File: src/rtl/pipelined_carry_lookahead_adder.sv
// Pipelined WIDTH-bit carry-lookahead add/subtract, one BLOCK_WIDTH group resolved per stage, valid/ready on both sides.
// Optional feature: define OVERFLOW_FLAG_EN to add the registered signed-overflow output.
module pipelined_carry_lookahead_adder #(
    parameter int WIDTH       = 32,
    parameter int BLOCK_WIDTH = 8
) (
    input  logic             clk,
    input  logic             rst_n,
    input  logic             in_valid,
    output logic             in_ready,
    input  logic [WIDTH-1:0] a,
    input  logic [WIDTH-1:0] b,
    input  logic             carry_in,
    input  logic             subtract,
    output logic             out_valid,
    input  logic             out_ready,
    output logic [WIDTH-1:0] sum,
    output logic             carry_out
`ifdef OVERFLOW_FLAG_EN
    ,
    output logic             overflow
`endif
);

    localparam int BW   = (BLOCK_WIDTH > 0) ? BLOCK_WIDTH : 1;
    localparam int NB   = (WIDTH / BW > 0) ? WIDTH / BW : 1;
    localparam int NOPS = (NB > 1) ? NB - 1 : 1;

    if (BLOCK_WIDTH < 1 || WIDTH < BW || (WIDTH % BW) != 0) begin : g_bad_params
        $error("pipelined_carry_lookahead_adder: WIDTH must be a positive multiple of BLOCK_WIDTH");
    end

    // Two-level lookahead: c[i+1] = g[i] | p[i]g[i-1] | ... | p[i..0]cin.
    function automatic logic [BW:0] group_carries(input logic [BW-1:0] g,
                                                  input logic [BW-1:0] p,
                                                  input logic          cin);
        logic [BW:0] c;
        logic        acc;
        logic        pp;
        c    = '0;
        c[0] = cin;
        for (int i = 0; i < BW; i++) begin
            acc = g[i];
            pp  = p[i];
            for (int j = i - 1; j >= 0; j--) begin
                acc = acc | (pp & g[j]);
                pp  = pp & p[j];
            end
            c[i+1] = acc | (pp & cin);
        end
        return c;
    endfunction

    logic [WIDTH-1:0] a_q   [NOPS];
    logic [WIDTH-1:0] b_q   [NOPS];
    logic [WIDTH-1:0] s_q   [NB];
    logic [NB-1:0]    c_q;
    logic [NB-1:0]    v_q;

    logic [WIDTH-1:0] a_src [NB];
    logic [WIDTH-1:0] b_src [NB];
    logic [WIDTH-1:0] s_src [NB];
    logic [WIDTH-1:0] s_nx  [NB];
    logic [NB-1:0]    c_src;
    logic [NB-1:0]    c_nx;
    logic [NB-1:0]    v_src;
    logic [NB-1:0]    en;

    // Stage k may load when it is empty or its contents move on; the chain runs from out_ready back to in_ready.
    always_comb begin : flow
        logic room;
        en          = '0;
        room        = ~v_q[NB-1] | out_ready;
        en[NB-1]    = room;
        for (int k = NB - 2; k >= 0; k--) begin
            room  = ~v_q[k] | room;
            en[k] = room;
        end
    end

    // NOTE: combinational blocks use blocking '=' and give every output a default first, so no latch is inferred.
    always_comb begin : stage_logic
        logic [BW-1:0] g;
        logic [BW-1:0] p;
        logic [BW:0]   cy;
        g        = '0;
        p        = '0;
        cy       = '0;
        c_nx     = '0;
        a_src[0] = a;
        b_src[0] = subtract ? ~b : b;
        s_src[0] = '0;
        c_src[0] = carry_in ^ subtract;
        v_src[0] = in_valid;
        for (int k = 1; k < NB; k++) begin
            a_src[k] = a_q[k-1];
            b_src[k] = b_q[k-1];
            s_src[k] = s_q[k-1];
            c_src[k] = c_q[k-1];
            v_src[k] = v_q[k-1];
        end
        for (int k = 0; k < NB; k++) begin
            g                      = a_src[k][k*BW +: BW] & b_src[k][k*BW +: BW];
            p                      = a_src[k][k*BW +: BW] ^ b_src[k][k*BW +: BW];
            cy                     = group_carries(g, p, c_src[k]);
            s_nx[k]                = s_src[k];
            s_nx[k][k*BW +: BW]    = p ^ cy[BW-1:0];
            c_nx[k]                = cy[BW];
        end
    end

    // NOTE: sequential state uses non-blocking '<=' only; rst_n is sampled synchronously.
    always_ff @(posedge clk) begin
        if (!rst_n) begin
            v_q <= '0;
            c_q <= '0;
            for (int k = 0; k < NB; k++) s_q[k] <= '0;
        end else begin
            for (int k = 0; k < NB; k++) begin
                if (en[k]) begin
                    v_q[k] <= v_src[k];
                    if (v_src[k]) begin
                        s_q[k] <= s_nx[k];
                        c_q[k] <= c_nx[k];
                    end
                end
            end
        end
    end

    // NOTE: operand slices carry no reset; a stage ignores them until its valid bit is set.
    always_ff @(posedge clk) begin
        for (int k = 0; k < NB - 1; k++) begin
            if (en[k] && v_src[k]) begin
                a_q[k] <= a_src[k];
                b_q[k] <= b_src[k];
            end
        end
    end

`ifdef OVERFLOW_FLAG_EN
    logic ovf_q;
    logic ovf_nx;

    assign ovf_nx = (a_src[NB-1][WIDTH-1] == b_src[NB-1][WIDTH-1]) &
                    (s_nx[NB-1][WIDTH-1] != a_src[NB-1][WIDTH-1]);

    always_ff @(posedge clk) begin
        if (!rst_n) begin
            ovf_q <= 1'b0;
        end else if (en[NB-1] && v_src[NB-1]) begin
            ovf_q <= ovf_nx;
        end
    end

    assign overflow = ovf_q;
`endif

    assign in_ready  = en[0];
    assign out_valid = v_q[NB-1];
    assign sum       = s_q[NB-1];
    assign carry_out = c_q[NB-1];

endmodule

File: config.mk
export PLATFORM = sky130hd
export DESIGN_NAME = pipelined_carry_lookahead_adder
export DESIGN_NICKNAME = d
export VERILOG_FILES = /design/src/rtl/pipelined_carry_lookahead_adder.sv
export SDC_FILE = /design/constraint.sdc
export NUM_CORES = 1
export LEC_CHECK = 0
export ABC_AREA = 0
export BUFFER_PORTS_ARGS = -buffer_cell sky130_fd_sc_hd__buf_2
export CORE_MARGIN = 2
export CORE_UTILIZATION = 45
export CTS_CLUSTER_SIZE = 40
export DETAILED_ROUTE_END_ITERATION = 10
export HOLD_SLACK_MARGIN = 0.03
export PLACE_DENSITY = 0.7
export RECOVER_POWER = 100
export SKIP_CTS_REPAIR_TIMING = 1
export SKIP_LAST_GASP = 1
export SLEW_MARGIN = 20
export SYNTH_ARGS = -nofsm -noshare
export SYNTH_HDL_FRONTEND = slang
export SYNTH_SLANG_ARGS = --single-unit
File: constraint.sdc
create_clock -name clk -period 6.91 [get_ports clk]
set_clock_uncertainty 0.05 [all_clocks]
set_input_delay 0.691 -clock clk [delete_from_list [all_inputs] [get_ports clk]]
set_output_delay 0.691 -clock clk [all_outputs]
set_load 0.02 [all_outputs]
==> impl_metrics.env <==
export IMPL_syn_area_um2=7697
export IMPL_finalSetupViolations=0
export IMPL_final_setup_worst_slack_ns=2.956
export IMPL_cp_startpoint="subtract"
export IMPL_relSlewSlack=-0.7967
export IMPL_yosys_register_bits=184
export IMPL_max_vdd_ir_drop_mv=0.1752
export IMPL_static_leakage_power_nw=3.431
export IMPL_tightest_slew_ns=2.695
export IMPL_synth_edff_count=176
export IMPL_arrival_ns=4.18
export IMPL_clk_path_buf_depth=2
export IMPL_yosysTopAreaCellShare=0.6866
export IMPL_vias_per_cell=4.801
export IMPL_worstHoldStart="a_q[0][19]"
export IMPL_slew_viol_final=119
export IMPL_synth_avg_cell_area_um2=15.84
export IMPL_track_usage=0.1406
export IMPL_p_comb_frac=0.081
export IMPL_synth_area_top_cells="edfxtp_1, ha_1, and2_1"
export IMPL_min_period_ns=3.954
export IMPL_synth_common_cells="edfxtp_1, and2_1, xor2_1, ha_1, nor2_1"
export IMPL_die_y_um=134.8
export IMPL_grt_overflow=0
export IMPL_final_nets=708
export IMPL_ant_nets=0
export IMPL_status="finished, violations left"
export IMPL_synthFlopType="edfxtp_1"
export IMPL_endpoint_kind="register"
export IMPL_worstPathCellList="buf_2 -> clkbuf_1 -> xor2_1 -> ha_1 -> a21o_1 -> nand2_1 -> a31oi_1 -> o41a_1 -> mux2i_1"
export IMPL_diodes=0
export IMPL_worstSetupPathType="input pin to register"
export IMPL_wl_um=11870
export IMPL_p_sw_frac=0.2159
export IMPL_crit_required_ns=7.13
export IMPL_critical_path_slowest_cell="clkbuf_1"
export IMPL_min_period_over_period=0.5723
export IMPL_first_pass_iters=4
export IMPL_place_gp_congestion=0.7936
export IMPL_syn_to_final_growth_pct=16.47
export IMPL_synth_seq_area_share=0.7074
export IMPL_first_global_vias=3996
export IMPL_final_area_um2=8965
export IMPL_yosysTopAreaCell="edfxtp_1"
export IMPL_coreArea_um2=16640
export IMPL_numCtsBuffers=17
export IMPL_cts_tree="done"
export IMPL_cts_sinks=184
export IMPL_dpl_hpwl_um=8490
export IMPL_clock_root_buffer="clkbuf_16"
export IMPL_p_per_area_nw_per_um2=276.6
export IMPL_rows=47
export IMPL_p_switching_mw=0.5353
export IMPL_post_route_util=0.5387
export IMPL_start_kind="input pin"
export IMPL_clkPwrFrac=0.389
export IMPL_ys_types=48
export IMPL_violations="capacitance limit, slew limit"
export IMPL_holdCritPathClass="register to register"
export IMPL_place_ws_ns=3.893
export IMPL_drv_cap=3
export IMPL_chipWidth_um=134.8
export IMPL_synth_fp_nets=594
export IMPL_rsz0062_at_grt="no"
export IMPL_vias=3999
export IMPL_tns_ns=0
export IMPL_start_util=0.4625
export IMPL_clk_insertion_delay_late_ns=0.43
export IMPL_clk_pin_slew_ns=0.06
export IMPL_finalHoldViolations=0
export IMPL_drc=0
export IMPL_grt_start_max_net_pins=52
export IMPL_async_reset_ff_frac=0
export IMPL_portBuffers=104
export IMPL_yosysWarnings=0
export IMPL_max_freq_ghz=0.2529
export IMPL_cell_internal_pwr_mw=1.944
export IMPL_max_stage_delay_ns=1.58
export IMPL_netlist_instances=486
export IMPL_wl_per_cell_um=14.24
export IMPL_worstReg2RegStart="v_q[2]"
export IMPL_dieArea_um2=18170
export IMPL_synth_most_common_cell="edfxtp_1"
export IMPL_sequentialPowerShare=0.530
export IMPL_htreeDepth=4
export IMPL_ios=105
export IMPL_worst_path_max_fanout=33
export IMPL_post_dp_cell_area_um2=8469
export IMPL_antenna_found_initial=0
export IMPL_timing_hold_ws_ns=0.3631
export IMPL_drive_gt1_frac=0.1648
export IMPL_grt_pass1_wl_um=19470
export IMPL_drt_iter0_drc=207
-- power by group through the flow --
stage	clock network, mW	registers, mW	logic [mW]
after CTS	0.983	1.31	0.210
after global placement	0	1.34	0.199
after global routing	1.03	1.32	0.225
after floorplan	0	1.34	0.131
after detailed placement	0	1.34	0.209
final	0.965	1.31	0.201
-- sequential cells by signal, summed over array words and instances (netlist names) --
| signal | count |
|---|---|
| v_q | 4 |
| a_q | 48 |
| b_q | 48 |
| s_q | 80 |
| c_q | 4 |
-- critical path, delay by kind of cell --
kind	cells	cell delay, ns
buffers and inverters	2	1.65
adders and majority gates	1	0.47
and+or+nand+nor	1	0.08
muxes	1	0.21
xor gates and xnor gates	1	0.18
AOI/OAI and AO/OA	3	0.88
-- cell type report --
type	count	area, um2
clock inverters	12	150.1
well taps	220	275.3
flip-flops and latches	184	5445
fillers	1340	7677
inverters	8	30.03
clock buffers	20	436.7
repair buffers	107	485.5
multi-input cells	282	2142
-- final timing paths --
check	end	slack, ns	cells past startpoint
max	s_q[0][7]	2.96	9
min	a_q[0][51]	0.36	0
max reg2reg	s_q[0][1]	3.34	4
min reg2reg	a_q[0][51]	0.36	0
-- layout by cell type (no fill, tap or decap), types with 2 or more instances in the layout --
cell       instances
edfxtp_1         176
buf_2             67
clkbuf_1          43
xor2_1            36
ha_1              34
and2_0            33
nor2_1            21
and2_1            19
clkbuf_16         17
nand2_1           13
nor3_1            12
o21ai_0           11
a21oi_1           10
xnor2_1            9
inv_1              8
a21o_1             8
dfxtp_1            8
nand2b_1           7
a211oi_1           7
nor2b_1            6
nor3b_1            6
and3_1             5
nand3_1            4
a31oi_1            4
a21boi_0           4
fa_1               4
clkinv_2           4
o311a_1            3
mux2i_1            3
bufinv_16          3
nand3b_1           2
o21bai_1           2
a211o_1            2
o41a_1             2
-- per-layer routing --
layer  GRT usage  part of all wire  vias to the layer above
li1            -                 -                     2027
met1      0.1844              0.47                     1828
met2      0.2092              0.45                      115
met3     0.04505             0.056                       29
met4     0.07544             0.028                        0
met5           0                 0                        -
-- logic make-up (layout without fill, tap and decap cells) --
kind of cell / Yosys count / count (layout) / share of synthesized area
AOI/OAI and AO/OA: 61 / 61 / 0.05966
adders and majority gates: 38 / 38 / 0.06567
and+or+nand+nor: 134 / 134 / 0.09834
muxes: 4 / 4 / 0.005364
DFF: 184 / 184 / 0.7074
xor gates and xnor gates: 45 / 45 / 0.05218
buffers and inverters: 20 / 147 / 0.01138
-- stage by stage --
stage / cells / power, mW
2_1_floorplan: 486 / 1.476
3_3_place_gp: 801 / 1.534
3_5_place_dp: 801 / 1.545
4_1_cts: 833 / 2.505
5_1_grt: 833 / 2.573
6_report: 833 / 2.479
Note: power is estimated with default switching activity, not from simulation.
